**config.mk**
```make
export PLATFORM = sky130hd
export DESIGN_NAME = cu_sequencer
export DESIGN_NICKNAME = d
export VERILOG_FILES = /design/src/rtl/c0_cu_pkg.sv /design/src/rtl/cu_decode.sv /design/src/rtl/cu_sequencer.sv
export SDC_FILE = /design/constraint.sdc
export NUM_CORES = 1
export LEC_CHECK = 0
export ABC_AREA = 1
export CAP_MARGIN = 20
export CORE_MARGIN = 2
export CORE_UTILIZATION = 52
export CTS_BUF_LIST = sky130_fd_sc_hd__clkbuf_16
export CTS_CLUSTER_DIAMETER = 120
export DETAILED_ROUTE_END_ITERATION = 10
export PLACE_DENSITY = 0.8
export SYNTH_ARGS = -nofsm -noshare
export SYNTH_HDL_FRONTEND = slang
export SYNTH_SLANG_ARGS = --single-unit
```
**constraint.sdc**
```tcl
create_clock -name CLK -period 8 [get_ports CLK]
set_clock_uncertainty 0.05 [all_clocks]
set_input_delay 1.6 -clock CLK [delete_from_list [all_inputs] [get_ports CLK]]
set_output_delay 1.6 -clock CLK [all_outputs]
set_load 0.005 [all_outputs]
```
**src/rtl/c0_cu_pkg.sv**
```systemverilog
// ---------------------------------------------------------------------------
// c0_cu_pkg
// Shared encodings for the C0 control sequencer: instruction classes,
// register-bank modes, special opcodes, the sequencer state enum and the
// bundle of control lines driven during EXEC.
// ---------------------------------------------------------------------------
package c0_cu_pkg;

  // Instruction class, byte0[7:6]
  localparam logic [1:0] CLS_ALU = 2'b00;
  localparam logic [1:0] CLS_MOV = 2'b01;
  localparam logic [1:0] CLS_JMP = 2'b10;
  localparam logic [1:0] CLS_SYS = 2'b11;

  // Register-bank mode driven on MS
  localparam logic [1:0] MS_ALU = 2'b00;
  localparam logic [1:0] MS_REG = 2'b01;
  localparam logic [1:0] MS_IMM = 2'b10;
  localparam logic [1:0] MS_MEM = 2'b11;

  // SYS opcode that stops the sequencer
  localparam logic [3:0] OP_SYS_HALT   = 4'b1111;
  // MOV always presents this opcode to the ALU (pass-through)
  localparam logic [3:0] OP_MOV_FORCED = 4'b0111;
  // MOV without immediate and with this OP sources from memory
  localparam logic [3:0] OP_MOV_LOAD   = 4'b0001;

  typedef enum logic [2:0] {
    ST_FETCH0,
    ST_FETCH1,
    ST_FETCH2,
    ST_EXEC,
    ST_HALT
  } state_t;

  typedef struct packed {
    logic       step;
    logic       mem_inst;
    logic       alu_inst;
    logic       jmp_inst;
    logic [1:0] ms;
    logic       irs;
    logic [2:0] rs;
    logic [2:0] ar;
    logic [2:0] bs;
    logic [3:0] op;
    logic [7:0] imm;
  } ctrl_t;

  function automatic logic is_halt(input logic [7:0] byte0);
    return (byte0[7:6] == CLS_SYS) && (byte0[4:1] == OP_SYS_HALT);
  endfunction

  function automatic logic has_imm(input logic [7:0] byte0);
    return byte0[5];
  endfunction

endpackage

```
**src/rtl/cu_decode.sv**
```systemverilog
// ---------------------------------------------------------------------------
// cu_decode
// Purely combinational mapping of the three instruction bytes to the core's
// control fields. The sequencer registers these outputs into EXEC.
//
// Ports:
//   i_byte0      in  8  CLS[7:6] I[5] OP[4:1] BS[2][0]
//   i_byte1      in  8  RS[7:5] AR[4:2] BS[1:0]
//   i_byte2      in  8  immediate (only meaningful when I = 1)
//   o_step       out 1  core step enable (always 1 for a decoded instruction)
//   o_mem_inst   out 1  register write enable
//   o_alu_inst   out 1  ALU class strobe
//   o_jmp_inst   out 1  branch class strobe
//   o_ms         out 2  register-bank mode
//   o_irs        out 1  immediate as ALU B operand
//   o_rs/o_ar/o_bs out 3 register selects
//   o_op         out 4  ALU opcode / branch condition
//   o_imm        out 8  immediate, 0 when I = 0
// ---------------------------------------------------------------------------
module cu_decode
  import c0_cu_pkg::*;
(
  input  logic [7:0] i_byte0,
  input  logic [7:0] i_byte1,
  input  logic [7:0] i_byte2,
  output logic       o_step,
  output logic       o_mem_inst,
  output logic       o_alu_inst,
  output logic       o_jmp_inst,
  output logic [1:0] o_ms,
  output logic       o_irs,
  output logic [2:0] o_rs,
  output logic [2:0] o_ar,
  output logic [2:0] o_bs,
  output logic [3:0] o_op,
  output logic [7:0] o_imm
);

  logic [1:0] w_cls;
  logic       w_imm_en;
  logic [3:0] w_op;

  assign w_cls    = i_byte0[7:6];
  assign w_imm_en = i_byte0[5];
  assign w_op     = i_byte0[4:1];

  always_comb begin
    o_step     = 1'b1;
    o_mem_inst = 1'b0;
    o_alu_inst = 1'b0;
    o_jmp_inst = 1'b0;
    o_ms       = MS_ALU;
    o_irs      = 1'b0;
    o_rs       = i_byte1[7:5];
    o_ar       = i_byte1[4:2];
    o_bs       = {i_byte0[0], i_byte1[1:0]};
    o_op       = 4'b0000;
    o_imm      = w_imm_en ? i_byte2 : 8'h00;

    case (w_cls)
      CLS_ALU: begin
        o_alu_inst = 1'b1;
        o_mem_inst = 1'b1;
        o_irs      = w_imm_en;
        o_op       = w_op;
      end
      CLS_MOV: begin
        o_mem_inst = 1'b1;
        o_irs      = w_imm_en;
        o_op       = OP_MOV_FORCED;
        if (w_imm_en)
          o_ms = MS_IMM;
        else if (w_op == OP_MOV_LOAD)
          o_ms = MS_MEM;
        else
          o_ms = MS_REG;
      end
      CLS_JMP: begin
        o_jmp_inst = 1'b1;
        o_op       = w_op;
      end
      default: begin
        // SYS NOP: the core steps but nothing is written or selected.
        o_rs  = 3'd0;
        o_ar  = 3'd0;
        o_bs  = 3'd0;
        o_imm = 8'h00;
      end
    endcase
  end

endmodule

```
**src/rtl/cu_sequencer.sv**
```systemverilog
// ---------------------------------------------------------------------------
// cu_sequencer
// Control sequencer for the C0 core. Fetches a 2- or 3-byte instruction from
// the 4-byte slot at IP over a byte-wide req/ack port, decodes it and drives
// the core control lines plus STEP for exactly one EXEC cycle.
//
// Optional feature: define CU_FETCH_TIMEOUT_EN to add an 8-bit fetch wait
// counter; 256 consecutive unacknowledged fetch cycles raise FAULT and halt.
//
// Ports:
//   CLK         in  1   rising-edge clock
//   RST         in  1   asynchronous active-high reset
//   IP          in  8   core instruction pointer, sampled in FETCH0
//   FETCH_REQ   out 1   fetch request
//   FETCH_ADDR  out 10  {IP, k}, k = byte index within the slot
//   FETCH_ACK   in  1   FETCH_DATA valid this cycle
//   FETCH_DATA  in  8   instruction byte
//   STEP        out 1   core clock enable, EXEC only
//   MEM_INST, ALU_INST, JMP_INST out 1  class strobes
//   MS          out 2   register-bank mode
//   IRS         out 1   immediate selects ALU B operand
//   RS, AR, BS  out 3   register selects
//   OP          out 4   ALU opcode / branch condition
//   IMM         out 8   immediate
//   HALTED      out 1   sticky until reset
//   FAULT       out 1   fetch timeout (0 without CU_FETCH_TIMEOUT_EN)
// ---------------------------------------------------------------------------
module cu_sequencer
  import c0_cu_pkg::*;
(
  input  logic       CLK,
  input  logic       RST,
  input  logic [7:0] IP,
  output logic       FETCH_REQ,
  output logic [9:0] FETCH_ADDR,
  input  logic       FETCH_ACK,
  input  logic [7:0] FETCH_DATA,
  output logic       STEP,
  output logic       MEM_INST,
  output logic       ALU_INST,
  output logic       JMP_INST,
  output logic [1:0] MS,
  output logic       IRS,
  output logic [2:0] RS,
  output logic [2:0] AR,
  output logic [2:0] BS,
  output logic [3:0] OP,
  output logic [7:0] IMM,
  output logic       HALTED,
  output logic       FAULT
);

  state_t     r_state, w_state_next;
  logic [7:0] r_byte0, w_byte0_next;
  logic [7:0] r_byte1, w_byte1_next;
  logic [7:0] r_ip, w_ip_next;
  ctrl_t      r_ctrl, w_ctrl_next, w_dec;

  logic       w_in_fetch;
  logic       w_ack;
  logic       w_timeout;
  logic [9:0] w_fetch_addr;
  logic [7:0] w_dec_byte1;
  logic [7:0] w_dec_byte2;

  logic       w_d_step, w_d_mem, w_d_alu, w_d_jmp, w_d_irs;
  logic [1:0] w_d_ms;
  logic [2:0] w_d_rs, w_d_ar, w_d_bs;
  logic [3:0] w_d_op;
  logic [7:0] w_d_imm;

  assign w_in_fetch = (r_state == ST_FETCH0) || (r_state == ST_FETCH1) ||
                      (r_state == ST_FETCH2);
  // An ack outside a fetch state has no request behind it and is dropped.
  assign w_ack = w_in_fetch && FETCH_ACK;

  // The last byte of an instruction is decoded straight off FETCH_DATA so the
  // control word can be registered on the same edge that enters EXEC.
  assign w_dec_byte1 = (r_state == ST_FETCH1) ? FETCH_DATA : r_byte1;
  assign w_dec_byte2 = (r_state == ST_FETCH2) ? FETCH_DATA : 8'h00;

  cu_decode u_decode (
    .i_byte0    (r_byte0),
    .i_byte1    (w_dec_byte1),
    .i_byte2    (w_dec_byte2),
    .o_step     (w_d_step),
    .o_mem_inst (w_d_mem),
    .o_alu_inst (w_d_alu),
    .o_jmp_inst (w_d_jmp),
    .o_ms       (w_d_ms),
    .o_irs      (w_d_irs),
    .o_rs       (w_d_rs),
    .o_ar       (w_d_ar),
    .o_bs       (w_d_bs),
    .o_op       (w_d_op),
    .o_imm      (w_d_imm)
  );

  assign w_dec = {w_d_step, w_d_mem, w_d_alu, w_d_jmp, w_d_ms, w_d_irs,
                  w_d_rs, w_d_ar, w_d_bs, w_d_op, w_d_imm};

`ifdef CU_FETCH_TIMEOUT_EN
  logic [7:0] r_wait_cnt;
  logic       r_fault;

  always_ff @(posedge CLK or posedge RST) begin
    if (RST) begin
      r_wait_cnt <= 8'd0;
      r_fault    <= 1'b0;
    end else begin
      if (w_in_fetch && !FETCH_ACK)
        r_wait_cnt <= r_wait_cnt + 8'd1;
      else
        r_wait_cnt <= 8'd0;
      if (w_timeout)
        r_fault <= 1'b1;
    end
  end

  // Counter at 255 plus another unacknowledged cycle = 256th wait cycle.
  assign w_timeout = w_in_fetch && !FETCH_ACK && (r_wait_cnt == 8'hFF);
  assign FAULT     = r_fault;
`else
  assign w_timeout = 1'b0;
  assign FAULT     = 1'b0;
`endif

  // State and captured instruction bytes
  always_ff @(posedge CLK or posedge RST) begin
    if (RST) begin
      r_state <= ST_FETCH0;
      r_byte0 <= 8'h00;
      r_byte1 <= 8'h00;
      r_ip    <= 8'h00;
      r_ctrl  <= '0;
    end else begin
      r_state <= w_state_next;
      r_byte0 <= w_byte0_next;
      r_byte1 <= w_byte1_next;
      r_ip    <= w_ip_next;
      r_ctrl  <= w_ctrl_next;
    end
  end

  // Next state; the control word is nonzero only for the cycle entering EXEC.
  always_comb begin
    w_state_next = r_state;
    w_byte0_next = r_byte0;
    w_byte1_next = r_byte1;
    w_ip_next    = r_ip;
    w_ctrl_next  = '0;

    case (r_state)
      ST_FETCH0: begin
        if (w_ack) begin
          w_byte0_next = FETCH_DATA;
          w_ip_next    = IP;
          w_state_next = ST_FETCH1;
        end
      end
      ST_FETCH1: begin
        if (w_ack) begin
          w_byte1_next = FETCH_DATA;
          if (is_halt(r_byte0)) begin
            w_state_next = ST_HALT;
          end else if (has_imm(r_byte0)) begin
            w_state_next = ST_FETCH2;
          end else begin
            w_state_next = ST_EXEC;
            w_ctrl_next  = w_dec;
          end
        end
      end
      ST_FETCH2: begin
        if (w_ack) begin
          w_state_next = ST_EXEC;
          w_ctrl_next  = w_dec;
        end
      end
      ST_EXEC:  w_state_next = ST_FETCH0;
      ST_HALT:  w_state_next = ST_HALT;
      default:  w_state_next = ST_FETCH0;
    endcase

    if (w_timeout) begin
      w_state_next = ST_HALT;
      w_ctrl_next  = '0;
    end
  end

  // FETCH0 presents the live IP; later bytes use the IP captured with byte0,
  // which keeps the address stable even though the core may move IP.
  always_comb begin
    w_fetch_addr = 10'd0;
    case (r_state)
      ST_FETCH0: w_fetch_addr = {IP, 2'b00};
      ST_FETCH1: w_fetch_addr = {r_ip, 2'b01};
      ST_FETCH2: w_fetch_addr = {r_ip, 2'b10};
      default:   w_fetch_addr = 10'd0;
    endcase
  end

  // Gating with RST keeps the combinational fetch outputs at 0 while reset
  // is held, matching the asynchronously cleared registered outputs.
  assign FETCH_REQ  = w_in_fetch && !RST;
  assign FETCH_ADDR = RST ? 10'd0 : w_fetch_addr;

  assign STEP     = r_ctrl.step;
  assign MEM_INST = r_ctrl.mem_inst;
  assign ALU_INST = r_ctrl.alu_inst;
  assign JMP_INST = r_ctrl.jmp_inst;
  assign MS       = r_ctrl.ms;
  assign IRS      = r_ctrl.irs;
  assign RS       = r_ctrl.rs;
  assign AR       = r_ctrl.ar;
  assign BS       = r_ctrl.bs;
  assign OP       = r_ctrl.op;
  assign IMM      = r_ctrl.imm;
  assign HALTED   = (r_state == ST_HALT);

endmodule

```
==> out/qor.yml <==
floorplan:
  fp.dieW_um: 71.7
  coreArea_um2: 4380
  dieArea_um2: 5140
  start_util_pct: 54.4
  placementRows: 24
  die_h_um: 71.7
  ioPinCount: 60
logic_synthesis:
  synth_nets: 291
  yosysWarnings: 0
  syn_inst: 272
  yosys_register_bits: 55
  synth_area_leader_cell: "dfrtp_1"
  synthSimpleGateAreaFrac_pct: 22.6
  synthTopCellsByArea: "dfrtp_1 58%, nand2_1 11%, o21ai_0 8.6%"
  synth_compound_area_share_pct: 10.7
  synth.yosys.seq_area_share_pct: 57.7
  synth_xor_area_share_pct: 0
  synth_cell_types: 25
  synth_top_family_by_area: "simple AND/OR/NAND/NOR gates"
  synth_top_area_share_pct: 57.7
  avgSynthCellArea_um2: 8.76
  synthAdderAreaFrac_pct: 0
  muxShareOfSynthArea_pct: 0
  synth_area_um2: 2380
cells_and_area:
  drive_gt1_share_pct: 9.12
  layout_common_cells: "73 x nand2_1, 58 x clkdlybuf4s50_1, 55 x dfrtp_1"
  final_common_cell: "nand2_1"
  syn2layout_area_growth_pct: 31.4
  nNetsFinal: 348
  layoutNonFillerInstCount: 381
  diodes: 0
  fin_area_um2: 3130
power:
  irDropWorstVdd_mv: 0.191
  p_per_area_nw_per_um2: 342
  swShare_pct: 36.8
  comb_power_share_pct: 38.4
  power_switching_mw: 0.394
  leakage_nw: 1.57
  clock_power_share_pct: 21.8
  internal_power_mw: 0.678
  seqPwrFrac_pct: 39.7
timing:
  tightest_slew_ps: 1030
  rsz0062_at_grt: "no"
  setup_viol: 0
  min_period_ps: 5280
  max_slew_margin_pct: 30.9
  timing.fmax_mhz: 189
  drv_slew: 0
  hold_violations: 0
  fin_tns_setup_ps: 0
  fin_crit_sh_pct: 66.0
global_routing:
  grt_overflow: 0
  grt_max_degree: 43
  grtUsageTotal_pct: 21.1
  grt_pass1_wl_mm: 8.47
  antenna_found_initial: 0
  grt_pass1_vias: 1842
placed_design:
  placed_area_um2: 2970
  gp_congestion: 0.918
  dpl.hpwl_mm: 3.49
  placed_cells: 374
  port_buffers: 58
cts:
  clk_latency_ps: 290
  ctsHoldBuffers: 0
  clkSinkCount: 55
  clk_pin_slew_worst_paths_ps: 60
  htree_levels: 2
  numCtsBuffers: 5
  cts_setup_buffers: 0
  cts_tree: "built"
  ctsResizeCount: 0
  clock_tree.buffer_depth: 2
  root_buffer: "clkbuf_16"
route:
  wl_per_cell_um: 13.5
  vias_per_cell: 5.06
  drt_iter0_markers: 152
  drc: 0
  route.vias.total: 1929
  antenna_left: 0
  wirelength_mm: 5.15
  first_pass_iters: 5
setup_path:
  cp_slowest_cell: "buf_4"
  crit_path_start_kind: "input pin"
  worstPathArrival_ps: 3630
  end_kind: "output port"
  crit_path_max_incr_delay_ps: 530
  cp_max_fo: 42
  r2r_cells: 3
  crit_top_cell: "clkdlybuf4s50_1"
  crit_chain: "clkdlybuf4s50_1, inv_2, buf_4, nand2_1, inv_1, clkdlybuf4s50_1"
  cp.required_ps: 6350
  crit_type: "input pin to output port"
outcome:
  status: "finished clean"
run:
  max-cap-violations: 0
min_path:
  hp-class: "flip-flop to flip-flop"
  hold_depth: 2
-- Yosys cell counts --
| cell type | number |
|---|---|
| nor3_2 | 1 |
| a21oi_2 | 1 |
| nand2_2 | 5 |
| o21a_1 | 1 |
| inv_1 | 35 |
| nor2_4 | 2 |
| nand3_2 | 1 |
| buf_6 | 3 |
| clkinv_1 | 1 |
| nand4_1 | 1 |
| nand3_1 | 5 |
| inv_2 | 3 |
| dfrtp_1 | 55 |
| o21ai_4 | 1 |
| buf_2 | 3 |
| nor2_1 | 13 |
| o211ai_1 | 1 |
| o21ai_1 | 2 |
| clkbuf_1 | 2 |
| nand2_1 | 73 |
| o21ai_0 | 41 |
| buf_4 | 1 |
| nor2_2 | 8 |
| nor3_1 | 12 |
| conb_1 | 1 |
-- cell type report --
type / count / area [um2]
flip-flops and latches: 55 / 1380
fillers: 353 / 1250
multi-input cells: 169 / 797
repair buffers: 59 / 588
inverters: 39 / 146
clock buffers: 5 / 125
well taps: 52 / 65.1
clock inverters: 2 / 33.8
-- registers in the layout (all words and copies together), names as in the netlist --
| name | count |
|---|---|
| r_byte0 | 8 |
| RS | 3 |
| ALU_INST | 1 |
| IRS | 1 |
| r_byte1 | 8 |
| IMM | 8 |
| AR | 3 |
| OP | 4 |
| STEP | 1 |
| r_state | 3 |
| BS | 3 |
| JMP_INST | 1 |
| MEM_INST | 1 |
| MS | 2 |
| r_ip | 8 |
-- per-layer routing --
metal / routed length (um) / vias to the layer above / part of all wire, % / track usage (%)
met5: 0 / - / 0 / 0
met4: 45 / 0 / 0.87 / 5.66
met3: 298 / 4 / 5.8 / 4.22
met2: 2500 / 66 / 49 / 34.9
met1: 2310 / 903 / 45 / 28.7
li1: - / 956 / - / -
-- per-stage QoR --
step / power [mW] / hold slack (ps) / utilization [%] / setup slack, ps
finish: 1.07 / 439 / 71.4 / 2720
detailed placement: 0.835 / 424 / 67.8 / 2670
global route: 1.15 / 466 / 71.4 / 2500
global placement: 0.819 / 417 / 67.8 / 2740
floorplan: 0.686 / 403 / - / 3050
CTS: 1.08 / 440 / 71.4 / 2680
-- kinds of logic after synthesis --
logic type | Yosys count
flops | 55
buf+inv | 48
simple gates | 121
compound gates | 47
other cells | 1
-- power by group through the flow --
stage | Combinational, mW | Sequential [mW] | Clock (mW)
2_1_floorplan | 0.268 | 0.418 | 0
3_3_place_gp | 0.395 | 0.423 | 0
3_5_place_dp | 0.407 | 0.427 | 0
4_1_cts | 0.414 | 0.423 | 0.238
5_1_grt | 0.463 | 0.436 | 0.249
6_report | 0.412 | 0.426 | 0.234
-- worst max-delay path, delay by kind of cell --
family | cells | cell delay [ps]
buffers and inverters | 5 | 1900
AND/OR/NAND/NOR | 1 | 120
-- path summary, 6_finish.rpt --
path | from | endpoint | slack, ps
min reg2reg | r_byte1[0]$_DFFE_PP0P_ | r_byte1[0]$_DFFE_PP0P_ | 440
min in group asynchronous | RST | ALU_INST$_DFF_PP0_ | 1650
max in group asynchronous | RST | AR[1]$_DFF_PP0_ | 5390
max reg2reg | r_state[0]$_DFFE_PP0P_ | r_ip[6]$_DFFE_PP0P_ | 6010
max | RST | FETCH_ADDR[6] | 2720
min | r_byte1[0]$_DFFE_PP0P_ | r_byte1[0]$_DFFE_PP0P_ | 440
Power figures use the tool's default switching activity.
